$ cat src/rtl/add_serial_arb.sv
// Round-robin arbiter in front of a shared bit-serial adder: one winner per
// operation, the result is delivered 8 ADD cycles later as a one-hot strobe.
module add_serial_arb #(
  parameter int NREQ = 4,
  parameter int W    = 8
) (
  input  logic              clk,
  input  logic              rst,
  input  logic [NREQ-1:0]   req,
  input  logic [NREQ*W-1:0] a_in,
  input  logic [NREQ*W-1:0] b_in,
  output logic [NREQ-1:0]   gnt,
  output logic [NREQ-1:0]   resp_valid,
  output logic [W-1:0]      resp_sum,
  output logic              resp_cout,
  output logic              busy
);

  localparam int IW = (NREQ > 1) ? $clog2(NREQ) : 1;
  localparam int CW = (W > 1) ? $clog2(W) : 1;
  localparam logic [NREQ-1:0] LSB_ONE  = NREQ'(1);
  localparam logic [CW-1:0]   CNT_LAST = CW'(W - 1);
  localparam logic [IW-1:0]   PTR_RST  = IW'(NREQ - 1);

  typedef enum logic [1:0] {
    S_IDLE = 2'd0,
    S_ADD  = 2'd1,
    S_DONE = 2'd2
  } state_t;

  state_t          r_state;
  state_t          w_next;
  logic [IW-1:0]   r_ptr;
  logic [IW-1:0]   r_idx;
  logic [CW-1:0]   r_cnt;
  logic [W-1:0]    r_a;
  logic [W-1:0]    r_b;
  logic [W-1:0]    r_sh;
  logic            r_carry;
  logic [NREQ-1:0] r_gnt;
  logic [NREQ-1:0] r_valid;
  logic [W-1:0]    r_sum;
  logic            r_cout;

  logic            w_found;
  logic [IW-1:0]   w_win;
  logic [IW-1:0]   w_cand;
  logic            w_sbit;
  logic            w_cnext;
  logic [W-1:0]    w_sh_next;

  // Round-robin search upward from ptr+1; NREQ is a power of two, so the
  // candidate index wraps naturally in IW bits.
  always_comb begin
    w_found = 1'b0;
    w_win   = '0;
    w_cand  = '0;
    for (int k = 1; k <= NREQ; k++) begin
      w_cand = r_ptr + IW'(k);
      if (!w_found && req[w_cand]) begin
        w_found = 1'b1;
        w_win   = w_cand;
      end else begin
        w_win   = w_win;
      end
    end
  end

  assign w_sbit    = r_a[0] ^ r_b[0] ^ r_carry;
  assign w_cnext   = (r_a[0] & r_b[0]) | (r_a[0] & r_carry) | (r_b[0] & r_carry);
  assign w_sh_next = {w_sbit, r_sh[W-1:1]};

  // State register.
  always_ff @(posedge clk or posedge rst) begin
    if (rst) begin
      r_state <= S_IDLE;
    end else begin
      r_state <= w_next;
    end
  end

  // Next-state logic.
  always_comb begin
    w_next = r_state;
    case (r_state)
      S_IDLE: begin
        if (w_found) begin
          w_next = S_ADD;
        end else begin
          w_next = S_IDLE;
        end
      end
      S_ADD: begin
        if (r_cnt == CNT_LAST) begin
          w_next = S_DONE;
        end else begin
          w_next = S_ADD;
        end
      end
      S_DONE:  w_next = S_IDLE;
      default: w_next = S_IDLE;
    endcase
  end

  // Datapath: operand capture, serial add, result and strobe registers.
  always_ff @(posedge clk or posedge rst) begin
    if (rst) begin
      r_ptr   <= PTR_RST;
      r_idx   <= '0;
      r_cnt   <= '0;
      r_a     <= '0;
      r_b     <= '0;
      r_sh    <= '0;
      r_carry <= 1'b0;
      r_gnt   <= '0;
      r_valid <= '0;
      r_sum   <= '0;
      r_cout  <= 1'b0;
    end else begin
      r_gnt   <= '0;
      r_valid <= '0;
      case (r_state)
        S_IDLE: begin
          if (w_found) begin
            r_idx   <= w_win;
            r_a     <= a_in[int'(w_win)*W +: W];
            r_b     <= b_in[int'(w_win)*W +: W];
            r_carry <= 1'b0;
            r_cnt   <= '0;
            r_sh    <= '0;
            r_gnt   <= LSB_ONE << w_win;
          end
        end
        S_ADD: begin
          r_a     <= r_a >> 1;
          r_b     <= r_b >> 1;
          r_carry <= w_cnext;
          r_sh    <= w_sh_next;
          // Last bit: publish the completed result so it is visible in DONE.
          if (r_cnt == CNT_LAST) begin
            r_valid <= LSB_ONE << r_idx;
            r_sum   <= w_sh_next;
            r_cout  <= w_cnext;
          end else begin
            r_cnt   <= r_cnt + CW'(1);
          end
        end
        S_DONE: begin
          r_ptr <= r_idx;
        end
        default: begin
          r_ptr <= r_ptr;
        end
      endcase
    end
  end

  assign gnt        = r_gnt;
  assign resp_valid = r_valid;
  assign resp_sum   = r_sum;
  assign resp_cout  = r_cout;
  assign busy       = (r_state != S_IDLE);

endmodule

$ cat config.mk
export PLATFORM = sky130hd
export DESIGN_NAME = add_serial_arb
export DESIGN_NICKNAME = d
export VERILOG_FILES = /design/src/rtl/add_serial_arb.sv
export SDC_FILE = /design/constraint.sdc
export NUM_CORES = 1
export LEC_CHECK = 0
export ABC_AREA = 1
export CORE_MARGIN = 2
export CORE_UTILIZATION = 43
export DETAILED_ROUTE_END_ITERATION = 12
export HOLD_SLACK_MARGIN = 0.1
export PLACE_DENSITY = 0.88
export SYNTH_ARGS = -nofsm -noshare
export SYNTH_HDL_FRONTEND = slang
export SYNTH_SLANG_ARGS = --single-unit
$ cat constraint.sdc
create_clock -name clk -period 1.9 [get_ports clk]
set_input_delay 0.475 -clock clk [delete_from_list [all_inputs] [get_ports clk]]
set_output_delay 0.475 -clock clk [all_outputs]
set_load 0.01 [all_outputs]
; Word level (Yosys, flattened, before mapping)
; Index checks and enable logic that the tools add are counted.
[classes]
muxes = 34
n_eq_ne = 5
n_bitwise = 7
addsub = 4
n_lt_le_gt_ge = 4
reduce_logical = 13
shifts = 4
[op_table]
columns = cell, count
row1 = 32-bit by 6-bit indexed part select with 8-bit output, 2
row2 = 8-bit case mux with 2 select lines, 3
row3 = 8-bit two-way mux, 3
row4 = 4-bit two-way mux, 4
row5 = "2-bit by 3-bit less-than comparator with 1-bit output, second input constant", 4
row6 = 1-bit two-way mux, 10
row7 = 2-bit two-way mux, 5
row8 = 1-bit binary-select mux with 2-bit select, 4
row9 = "1-bit by 2-bit left shift with 4-bit output, first input constant", 2
row10 = 3-bit two-way mux, 2
row11 = 3-bit case mux with 2 select lines, 1
row12 = 2-bit AND reduction, 3
row13 = "2-bit adder, second input constant", 2
row14 = "2-bit inequality test, second input constant", 2
row15 = 2-bit case mux with 2 select lines, 1
row16 = 2-bit nonzero test, 2
row17 = "3-bit by 1-bit adder with 3-bit output, second input constant", 1
row18 = 1-bit AND, 3
row19 = "3-bit == test, second input constant", 1
row20 = 1-bit logical AND, 3
row21 = 1-bit logical NOT, 3
row22 = 3-bit AND reduction, 1
row23 = "2-bit by 1-bit adder with 2-bit output, second input constant", 1
row24 = "2-bit by 1-bit == test with 1-bit output, second input constant", 1
row25 = 5 further kinds, 7
[word_totals]
ff_bits = 51
input_bits = 70
out_inout_bits = 18

; Logic depth before layout (Yosys ltp)
; Gate-level depths: netlist of the first run.
[logic_depth]
word_depth = 16
mapped_depth = 18

; Worst setup path after synthesis of the first run
; Ideal clock, no wire load.
[synth_path]
kind = register -> register
start = register r_ptr[1]
end = register r_a[2]
synth_period_minus_slack_ns = 1.903
arrival_ns = 1.786
n_path_buf = 2
stages_incl_launch_ff = 18
path_slack_ns = -0.003
path_cell_list = dfstp_2 buf_4 inv_2 nand2_1 nand2_2 nand2_1 nand2_2 nor2_4 nand3_4 nand2_4 nand2_8 buf_6 nand2_1 nand2_1 nand2_1 nand3_1 nand2_1 nand2_1
[synth_between]
elab_chain_cells = 16
[synth_rtl]
columns = element, line
row1 = from (decl), 33  ; logic [IW-1:0] r_ptr;
row2 = from (signal assigned), 149  ; r_ptr <= r_idx;
row3 = from (signal assigned), 152  ; r_ptr <= r_ptr;
row4 = 2-bit by 1-bit adder with 2-bit output, 59  ; w_cand = r_ptr + IW'(k);
row5 = 1-bit binary-select mux with 2-bit select, 60  ; if (!w_found && req[w_cand]) begin
row6 = 1-bit two-way mux (implied by the code), 60
row7 = 1-bit two-way mux, 60
row8 = 1-bit logical NOT, 60
row9 = 1-bit logical AND, 60
row10 = 1-bit two-way mux, 60
row11 = 1-bit logical NOT, 60
row12 = 1-bit logical AND, 60
row13 = 1-bit two-way mux, 60
row14 = 1-bit logical NOT, 60
row15 = 1-bit logical AND, 60
row16 = 2-bit two-way mux, 60
row17 = 32-bit by 6-bit indexed part select with 8-bit output, 126  ; r_a <= a_in[int'(w_win)*W +: W];
row18 = 8-bit two-way mux, 124  ; if (w_found) begin
row19 = 8-bit case mux with 2 select lines, 122  ; case (r_state)
row20 = to (signal assigned), 126
row21 = to (signal assigned), 135  ; r_a <= r_a >> 1;
row22 = to (decl), 36  ; logic [W-1:0] r_a;
; Several ways; a longest one is shown, not always the timed one. The select of a mux whose other input is x is not followed.
; A chain may end at the register's enable or synchronous reset.

; Final worst setup path of the first run
[layout_path]
start = register r_ptr[0]
end = register r_b[2]
[layout_between]
elab_chain_cells = 16
[layout_rtl]
columns = element, line
row1 = 2-bit by 1-bit adder with 2-bit output, 59
row2 = 1-bit binary-select mux with 2-bit select, 60
row3 = 1-bit two-way mux (implied by the code), 60
row4 = 1-bit two-way mux, 60
row5 = 1-bit logical NOT, 60
row6 = 1-bit logical AND, 60
row7 = 1-bit two-way mux, 60
row8 = 1-bit logical NOT, 60
row9 = 1-bit logical AND, 60
row10 = 1-bit two-way mux, 60
row11 = 1-bit logical NOT, 60
row12 = 1-bit logical AND, 60
row13 = 2-bit two-way mux, 60
row14 = 32-bit by 6-bit indexed part select with 8-bit output, 127  ; r_b <= b_in[int'(w_win)*W +: W];
row15 = 8-bit two-way mux, 124
row16 = 8-bit case mux with 2 select lines, 122
row17 = to (signal assigned), 127
row18 = to (signal assigned), 136  ; r_b <= r_b >> 1;
row19 = to (decl), 37  ; logic [W-1:0] r_b;
; Several ways; a longest one is shown, not always the timed one. The select of a mux whose other input is x is not followed.

==> metrics.csv, run 1 <==
stage;metric;value;unit
outcome;status;finished, violations left;
outcome;violations;setup timing;
timing;slew_violations;0;
timing;final.setup_skew;0.01515;ns
place;dp_hpwl;5790;um
logic_synthesis;synth_edf_count;0;
drt;first_iter_violations;402;
floorplan;num_io_pins;88;
pwr;p_sw;4614;uW
logic_synthesis;syn-instance-count;428;
drt;vias_per_cell;5.481;
clocking;ctsHoldBuffers;0;
pwr;clkPwrFrac;8.4;%
worst_setup_path;worstPathMaxFanout;8;
worst_setup_path;end_kind;flop;
place;place_ws;-0.4720;ns
timing;finalHoldViolCount;0;
pwr;cellPowerDensity;2044;nW/um^2
worst_setup_path;cp_data_arrival_time;2.48;ns
worst_setup_path;worstPathRequired;2.13;ns
hold_path;min_path_cells;1;
final_layout;postLayoutCellArea;4608;um^2
timing;rsz0062_at_grt;yes;
clocking;cts-root-buf;clkbuf_8;
final_layout;layout_common_cells;nand2_1, clkdlybuf4s50_1, dfrtp_1, nand3_1;
global_route;grt_use_total;25.83;%
pwr;vdd_drop_max;819.4;uV
final_layout;n_antenna_cell;0;
job;drv_cap;0;
timing;worst_slew_pin_slew;0.3723;ns
worst_setup_path;r2r-start;r_ptr[0];
timing;max_slew_margin;75.16;%
floorplan;die_w;86.97;um
hold_path;min_from;r_idx[0];
timing;timing.final.crit_share;118.3;%
hold_path;whs_endpoint;resp_valid[0];
clocking;insertion_delay;0.33;ns
global_route;grt_pass1_vias;3318;
pwr;leakage;0.002276;uW
clocking;clkTransAtPathRegs;0.11;ns
place;place.gp.congestion;0.8788;
drt;via_count;3393;
logic_synthesis;syn-cell-area;2960;um^2
pwr;p_seq_share;19.2;%
final_layout;mostFrequentLayoutCell;nand2_1;
timing;period_needed;2.248;ns
worst_setup_path;rr_worst_depth;17;
worst_setup_path;criticalPathCategory;flop to flop;
floorplan;initial_utilization;44.06;%
global_route;grt_pass1_wl;15330;um
floorplan;die-area;7564;um^2
pwr;switching_share;49.00;%
floorplan;coreArea;6719;um^2
worst_setup_path;reg2reg_slack;-0.35;ns
worst_setup_path;critPathLaunch;r_ptr[0];
drt;first_pass_iters;5;
final_layout;drive_gt1_share;19.85;%
clocking;cts_tree;yes;
place;dpl_cell_area;3983;um^2
pwr;intPower;4803;uW
clocking;h-tree-depth;2;
logic_synthesis;synth_fp_nets;501;
logic_synthesis;synth.yosys.warnings;0;
worst_setup_path;r2r_end;r_b[2];
final_layout;layout.cells.non_filler;619;
logic_synthesis;ys_seq_area_share;42.35;%
hold_path;hp-class;flop to flop;
drt;drtAntennaViolNets;0;
floorplan;die_h;86.97;um
timing;finalSetupViolCount;33;
logic_synthesis;ys.flop_type;dfrtp_1;
place;dp.cells;590;
logic_synthesis;async_reset_ff_share;100.0;%
drt;wl;9894;um
logic_synthesis;syn_area_per_cell;6.917;um^2
global_route;antenna_found_initial;0;
clocking;cts_inserted_buffers;5;
final_layout;seq_area;1255;um^2
timing;finalSetupTns;-6.656;ns
drt;post-route-drc-count;0;
global_route;gr-total-overflow;0;
clocking;cts.sinks;50;
timing;holdWs;0.4599;ns
logic_synthesis;ys_types;29;
clocking;cts_max_path_buffers;2;
floorplan;row_count;30;
final_layout;multiInputGateArea;1707;um^2
timing;fin_ws;-0.3478;ns
place;io_buffer_count;87;
final_layout;nFillCells;507;
final_layout;area_growth;55.66;%
timing;fmax;444.9;MHz
global_route;grt_max_degree;51;
logic_synthesis;ys_ff_latch;50;
pwr;combPwrFrac;72.4;%
drt;post_drt_wl_per_cell;15.98;um
final_layout;fin_nets;611;
worst_setup_path;start_kind;flop;
## worst max-delay path, cell delays in order, from the launching register on
cell and delay (ns):
dfstp_2 0.63, inv_6 0.07, nand2_2 0.10, nand2_4 0.07
nand2_2 0.07, nand2_2 0.07, nand2_2 0.10, nand2_4 0.08
nor2_4 0.14, nand2_8 0.09, buf_12 0.14, buf_16 0.14
nand3_2 0.05, nand2_1 0.06, nand2_1 0.07, nand3_1 0.09
nand2_1 0.09, nand2_1 0.06
## cell usage after synthesis, types with 2 or more instances
master	count	area share [%]
nand2_1	219	28
nand3_1	52	8.8
dfrtp_1	48	41
inv_1	26	3.3
o21ai_0	16	2.7
nor2_1	8	1.0
clkbuf_1	7	0.89
o22ai_1	7	1.5
buf_2	6	1.0
nor3_1	6	1.0
buf_4	4	1.0
buf_6	4	1.5
nand2_2	4	0.85
a21oi_1	2	0.34
dfstp_2	2	1.8
ha_1	2	0.85
inv_2	2	0.25
o21ai_1	2	0.34
## worst max-delay path by stage
stage          endpoint  cells after the start  slack [ns]
2_1_floorplan    r_a[2]                     17       0.008
3_3_place_gp     r_b[0]                     14       -0.40
3_5_place_dp     r_b[0]                     14       -0.47
4_1_cts          r_b[3]                     17       -0.21
5_1_grt          r_b[2]                     17       -0.45
6_report         r_b[2]                     17       -0.35
## flip-flops by register name, indices dropped and copies added, names as in the netlist
signal      cells
r_idx           2
resp_sum        8
resp_cout       1
r_carry         1
r_sh            7
r_b             8
gnt             4
resp_valid      4
r_cnt           3
r_state         2
r_ptr           2
r_a             8
## power by group through the flow
stage / clock network (uW) / logic [uW] / registers (uW)
after floorplan: 0 / 3450 / 1790
after global placement: 0 / 4580 / 1790
after detailed placement: 0 / 4770 / 1820
after CTS: 789 / 6080 / 1790
after global routing: 840 / 7420 / 1840
final: 793 / 6810 / 1810
## cell type report
cell class / instances / area share, %
Multi-Input combinational cell: 330 / 37.04
Timing Repair Buffer: 122 / 28.46
Sequential cell: 50 / 27.23
Inverter: 29 / 2.579
Tap cell: 80 / 2.172
Clock buffer: 5 / 1.493
Clock inverter: 3 / 1.032
## kinds of logic after synthesis
| group | after synthesis | share of synthesized area (%) |
|---|---|---|
| simple gates | 295 | 41.89 |
| buf+inv | 51 | 8.538 |
| flops | 50 | 42.35 |
| compound gates | 29 | 5.706 |
| fa+ha+maj | 3 | 1.521 |
## timing repair
item | in CTS | in global routing
setup buffers | 11 | 4
gates cloned | 4 | 2
setup endpoints to repair | 33 | 35
resized for setup | 41 | 28
pin swaps | 29 | 12
## layer usage
layer,vias to the layer above,GRT usage (%),wire length (um)
met5,-,0,0
met1,1609,29.55,3683
met4,0,10.65,323
met3,34,5.308,635
li1,1567,-,-
met2,183,46.56,5251
## metrics by stage
step | util, % | power, uW
floorplan | - | 5234
global placement | 59.27 | 6379
detailed placement | 59.27 | 6587
CTS | 66.28 | 8652
global route | 68.58 | 10100
finish | 68.58 | 9417
Note: power is estimated with default switching activity, not from simulation.
==> run 2: changes to the inputs <==
--- a/config.mk
+++ b/config.mk
@@ -6,11 +6,14 @@
 export NUM_CORES = 1
 export LEC_CHECK = 0
 export ABC_AREA = 1
+export CELL_PAD_IN_SITES_DETAIL_PLACEMENT = 0
+export CELL_PAD_IN_SITES_GLOBAL_PLACEMENT = 1
 export CORE_MARGIN = 2
-export CORE_UTILIZATION = 43
+export CORE_UTILIZATION = 30
 export DETAILED_ROUTE_END_ITERATION = 12
 export HOLD_SLACK_MARGIN = 0.1
 export PLACE_DENSITY = 0.88
+export SLEW_MARGIN = 20
 export SYNTH_ARGS = -nofsm -noshare
 export SYNTH_HDL_FRONTEND = slang
 export SYNTH_SLANG_ARGS = --single-unit
==> metrics.csv, run 2 (synthesis gave the netlist of run 1 again) <==
stage;metric;value;unit
final_layout;postLayoutCellArea;4711;um^2
final_layout;layout_common_cells;nand2_1, clkdlybuf4s50_1, dfrtp_1, nand3_1, nand2_2;
place;dp.cells;646;
timing;fmax;461.6;MHz
worst_setup_path;cp_data_arrival_time;2.36;ns
clocking;cts_max_path_buffers;2;
clocking;cts_tree;yes;
drt;wl_met3;437;um
timing;max_slew_margin;77.58;%
place;dp_hpwl;5908;um
drt;wl;9191;um
pwr;leakage;0.002324;uW
global_route;grt_use_total;17.32;%
place;place_ws;-0.5124;ns
floorplan;row_count;36;
floorplan;die-area;10680;um^2
worst_setup_path;worstPathMaxFanout;7;
final_layout;drive_gt1_share;20.37;%
pwr;vdd_drop_max;796.9;uV
drt;first_iter_violations;181;
worst_setup_path;cp_common_cell;nand2_2;
global_route;grt_max_degree;33;
final_layout;fin_nets;617;
drt;post-route-drc-count;0;
clocking;cts_inserted_buffers;5;
clocking;cts-root-buf;clkbuf_8;
worst_setup_path;criticalPathCategory;flop to flop;
outcome;status;finished, violations left;
global_route;grt_pass1_vias;3108;
drt;via_count;3147;
final_layout;mostFrequentLayoutCell;nand2_1;
outcome;violations;setup timing;
worst_setup_path;end_kind;flop;
drt;post_drt_wl_per_cell;13.56;um
job;drv_cap;0;
timing;finalHoldViolCount;0;
global_route;gr-total-overflow;0;
floorplan;initial_utilization;30.57;%
floorplan;die_h;103.3;um
pwr;cellPowerDensity;1993;nW/um^2
worst_setup_path;worstPathRequired;2.09;ns
hold_path;hp-class;flop to flop;
timing;timing.final.crit_share;114.0;%
final_layout;utilization;48.64;%
floorplan;coreArea;9684;um^2
timing;worst_slew_pin_slew;0.3359;ns
clocking;h-tree-depth;2;
timing;final.setup_skew;0.009543;ns
final_layout;n_antenna_cell;0;
place;io_buffer_count;87;
place;place.gp.congestion;0.8705;
drt;vias_per_cell;4.642;
timing;rsz0062_at_grt;yes;
drt;first_pass_iters;4;
drt;wl_met1;3854;um
drt;drtAntennaViolNets;0;
place;dpl_cell_area;4059;um^2
global_route;antenna_found_initial;0;
timing;finalSetupViolCount;29;
worst_setup_path;slowest_delay;0.61;ns
clocking;insertion_delay;0.31;ns
worst_setup_path;cp_cell_sequence;inv_6 -> nand2_2 -> nand2_4 -> nand2_2 -> nand2_2 -> nor2_4 -> nand3_4 -> nand2_8 -> nand2_8 -> buf_6 -> buf_4 -> buf_8 -> nand2_1 -> o21ai_1;
worst_setup_path;start_kind;flop;
drt;met2_length;4800;um
timing;slew_violations;0;
drt;dr.max_layer_used;met4;
global_route;grt_pass1_wl;14520;um
worst_setup_path;cp_slowest_cell;dfstp_2;
timing;fin_ws;-0.2664;ns
floorplan;num_io_pins;88;
timing;period_needed;2.166;ns
clocking;ctsHoldBuffers;0;
clocking;cts.sinks;50;
final_layout;area_growth;59.13;%
floorplan;die_w;103.3;um
clocking;clkTransAtPathRegs;0.09;ns
final_layout;layout.cells.non_filler;678;
[run 2: changes by cell type in the layout (fill, tap and decap cells not counted), moves of 3 or more]
cell	change
buf_12	-4
buf_4	+4
buf_6	+5
nand2_1	-5
nand2_2	+4
nand3_1	+5
nand3_2	-5
nor2_2	+3
[run 2: layer usage]
| metal | vias to the layer above | GRT usage (%) |
|---|---|---|
| met5 | - | 0 |
| met4 | 0 | 3.947 |
| met3 | 11 | 1.815 |
| met2 | 81 | 31.47 |
| met1 | 1477 | 22.20 |
| li1 | 1578 | - |
[run 2: final cells by class]
type,instances,area (um^2)
Clock buffer,6,82.58
Clock inverter,2,60.06
Fill cell,969,4974
Inverter,29,123.9
Multi-Input combinational cell,329,1665
Sequential cell,50,1254
Tap cell,133,166.4
Timing Repair Buffer,129,1359
[run 2: timing repair]
| action | in CTS | in global routing |
|---|---|---|
| pin swaps | 14 | 11 |
| setup endpoints to repair | 29 | 35 |
| gates cloned | 7 | 1 |
| buffers inserted | 9 | 7 |
| gates resized for setup | 47 | 35 |
[run 2: stage by stage]
step | hold slack, ns | power (uW) | setup TNS (ns)
floorplan | 0.4321 | 5234 | 0
global placement | 0.4493 | 6513 | -10.97
detailed placement | 0.4446 | 6600 | -12.15
CTS | 0.4563 | 8795 | -2.264
global route | 0.5003 | 10210 | -9.710
finish | 0.4610 | 9389 | -6.237
[run 2: report_power, final]
group | internal [uW] | switching [uW]
logic | 2930 | 3760
registers | 1530 | 242
clock network | 561 | 360
total | 5020 | 4370
[run 2: critical path, delay by kind of cell (launching register included)]
kind / cells / cell delay [ns]
AND/OR/NAND/NOR: 9 / 0.91
flip-flops: 1 / 0.61
buffers and inverters: 4 / 0.47
AO/OA/AOI/OAI: 1 / 0.05
[run 2: worst paths after layout]
| kind | end | slack [ns] | depth (start not counted) | start |
|---|---|---|---|---|
| min in group asynchronous | gnt[3] | 0.51 | 3 | rst |
| max in group asynchronous | r_ptr[1] | 1.11 | 3 | rst |
| setup / recovery | r_idx[0] | -0.27 | 14 | r_ptr[0] |
| hold / removal | resp_valid[2] | 0.46 | 1 | r_idx[0] |
| hold reg to reg | resp_valid[2] | 0.46 | 1 | r_idx[0] |
| setup reg to reg | r_idx[0] | -0.27 | 14 | r_ptr[0] |
==> run 3: changes to the inputs <==
--- a/config.mk
+++ b/config.mk
@@ -8,7 +8,6 @@
 export ABC_AREA = 1
 export CELL_PAD_IN_SITES_DETAIL_PLACEMENT = 0
 export CELL_PAD_IN_SITES_GLOBAL_PLACEMENT = 1
-export CORE_MARGIN = 2
 export CORE_UTILIZATION = 30
 export DETAILED_ROUTE_END_ITERATION = 12
 export HOLD_SLACK_MARGIN = 0.1
==> metrics.csv, run 3 (synthesis gave the netlist of run 1 again) <==
stage;metric;value;unit
outcome;status;finished, violations left;
outcome;violations;setup timing;
place;dpl_cell_area;4084;um^2
global_route;grt_use_total;18.02;%
worst_setup_path;criticalPathCategory;flop to flop;
floorplan;coreArea;9415;um^2
worst_setup_path;start_kind;flop;
timing;timing.final.crit_share;113.9;%
drt;post_drt_wl_per_cell;13.11;um
place;place.gp.congestion;0.7911;
timing;slew_violations;0;
clocking;clkTransAtPathRegs;0.10;ns
final_layout;layout_common_cells;nand2_1, clkdlybuf4s50_1, nand3_1, dfrtp_1, inv_1;
global_route;antenna_found_initial;0;
drt;drtAntennaViolNets;0;
worst_setup_path;worstPathRequired;2.10;ns
final_layout;n_antenna_cell;0;
timing;finalSetupViolCount;29;
global_route;grt_max_degree;36;
global_route;grt_pass1_wl;14500;um
worst_setup_path;r2r-start;r_ptr[0];
final_layout;nFillCells;931;
pwr;vdd_drop_max;670.3;uV
pwr;clkPwrFrac;7.7;%
final_layout;postLayoutCellArea;4541;um^2
floorplan;die_h;101.3;um
drt;first_pass_iters;4;
pwr;cellPowerDensity;1928;nW/um^2
final_layout;mostFrequentLayoutCell;nand2_1;
floorplan;initial_utilization;31.44;%
final_layout;drive_gt1_share;17.04;%
hold_path;min_from;r_idx[0];
job;drv_cap;0;
place;io_buffer_count;87;
final_layout;fin_nets;612;
clocking;ctsHoldBuffers;0;
timing;fin_ws;-0.2636;ns
drt;wl;8772;um
place;dp.cells;646;
worst_setup_path;worstPathMaxFanout;16;
worst_setup_path;cp_data_arrival_time;2.36;ns
timing;finalSetupTns;-4.455;ns
floorplan;die-area;10270;um^2
worst_setup_path;critPathLaunch;r_ptr[0];
pwr;p_seq_share;20.4;%
timing;finalHoldViolCount;0;
pwr;switching_share;48.31;%
drt;vias_per_cell;4.691;
drt;first_iter_violations;126;
clocking;insertion_delay;0.31;ns
timing;fmax;462.2;MHz
global_route;grt_pass1_vias;3229;
final_layout;area_growth;53.38;%
hold_path;hp-class;flop to flop;
timing;max_slew_margin;73.87;%
worst_setup_path;end_kind;flop;
clocking;cts.sinks;50;
clocking;cts_max_path_buffers;2;
floorplan;row_count;35;
clocking;cts_tree;yes;
floorplan;num_io_pins;88;
drt;via_count;3138;
final_layout;layout.cells.non_filler;669;
place;dp_hpwl;6080;um
timing;worst_slew_pin_slew;0.3914;ns
drt;post-route-drc-count;0;
clocking;cts_inserted_buffers;5;
timing;rsz0062_at_grt;yes;
timing;final.setup_skew;0.01240;ns
pwr;intPower;4526;uW
pwr;p_sw;4230;uW
timing;period_needed;2.164;ns
clocking;h-tree-depth;2;
pwr;combPwrFrac;71.9;%
floorplan;die_w;101.3;um
clocking;cts-root-buf;clkbuf_8;
global_route;gr-total-overflow;0;
pwr;leakage;0.002236;uW
## run 3: per-layer routing
metal | GRT usage [%] | vias up | share of wire, %
met5 | 0 | - | 0
met4 | 5.797 | 0 | 2.0
met3 | 2.415 | 18 | 3.8
met2 | 34.33 | 73 | 53
met1 | 20.68 | 1470 | 41
li1 | - | 1577 | -
## run 3: worst paths after layout
| check | cells after the start | to | slack [ns] |
|---|---|---|---|
| hold / removal | 1 | resp_valid[2] | 0.46 |
| max in group asynchronous | 3 | r_b[7] | 0.90 |
| setup / recovery | 17 | r_a[7] | -0.26 |
| setup reg to reg | 17 | r_a[7] | -0.26 |
| min in group asynchronous | 2 | resp_valid[0] | 0.47 |
| hold reg to reg | 1 | resp_valid[2] | 0.46 |
## run 3: power by group through the flow
stage / combinational (uW) / clock, uW / sequential (uW)
floorplan: 3450 / 0 / 1790
global placement: 4850 / 0 / 1800
detailed placement: 4940 / 0 / 1820
CTS: 6310 / 687 / 1790
global route: 6990 / 727 / 1830
finish: 6300 / 671 / 1790
## run 3: cell type report
class | instances | area (um^2) | area share, %
Clock inverter | 2 | 17.52 | 0.3858
Inverter | 29 | 128.9 | 2.838
Timing Repair Buffer | 122 | 1265 | 27.86
Tap cell | 129 | 161.4 | 3.555
Clock buffer | 6 | 82.58 | 1.819
Sequential cell | 50 | 1254 | 27.61
Multi-Input combinational cell | 331 | 1632 | 35.93
## run 3: worst max-delay path, cell delays in order, from the launching register on
cell	delay [ns]
dfstp_2	0.63
inv_6	0.07
nand2_2	0.06
nand2_2	0.08
nand2_2	0.08
nand2_2	0.08
nand2_2	0.08
nand2_4	0.08
nor2_4	0.14
nand2_8	0.09
buf_6	0.13
buf_16	0.14
nand3_1	0.06
nand2_1	0.06
nand2_1	0.06
nand3_1	0.09
nand2_1	0.08
nand2_1	0.05
## run 3: through the flow
step	power [uW]	util [%]	hold WS, ns	setup slack [ns]
global placement	6654	43.38	0.4435	-0.4604
finish	8755	48.23	0.4613	-0.2636
floorplan	5234	-	0.4321	0.007742
global route	9549	48.23	0.4982	-0.3902
detailed placement	6758	43.38	0.4487	-0.5174
CTS	8781	48.12	0.4623	-0.2235
## run 3: timing repair
item                                    CTS  global route
cloned                                    5             0
endpoints found under the setup margin   31            35
endpoints found under the hold margin     0             0
setup buffers                            10             0
resized for setup                        50             5
pin swaps                                11             3
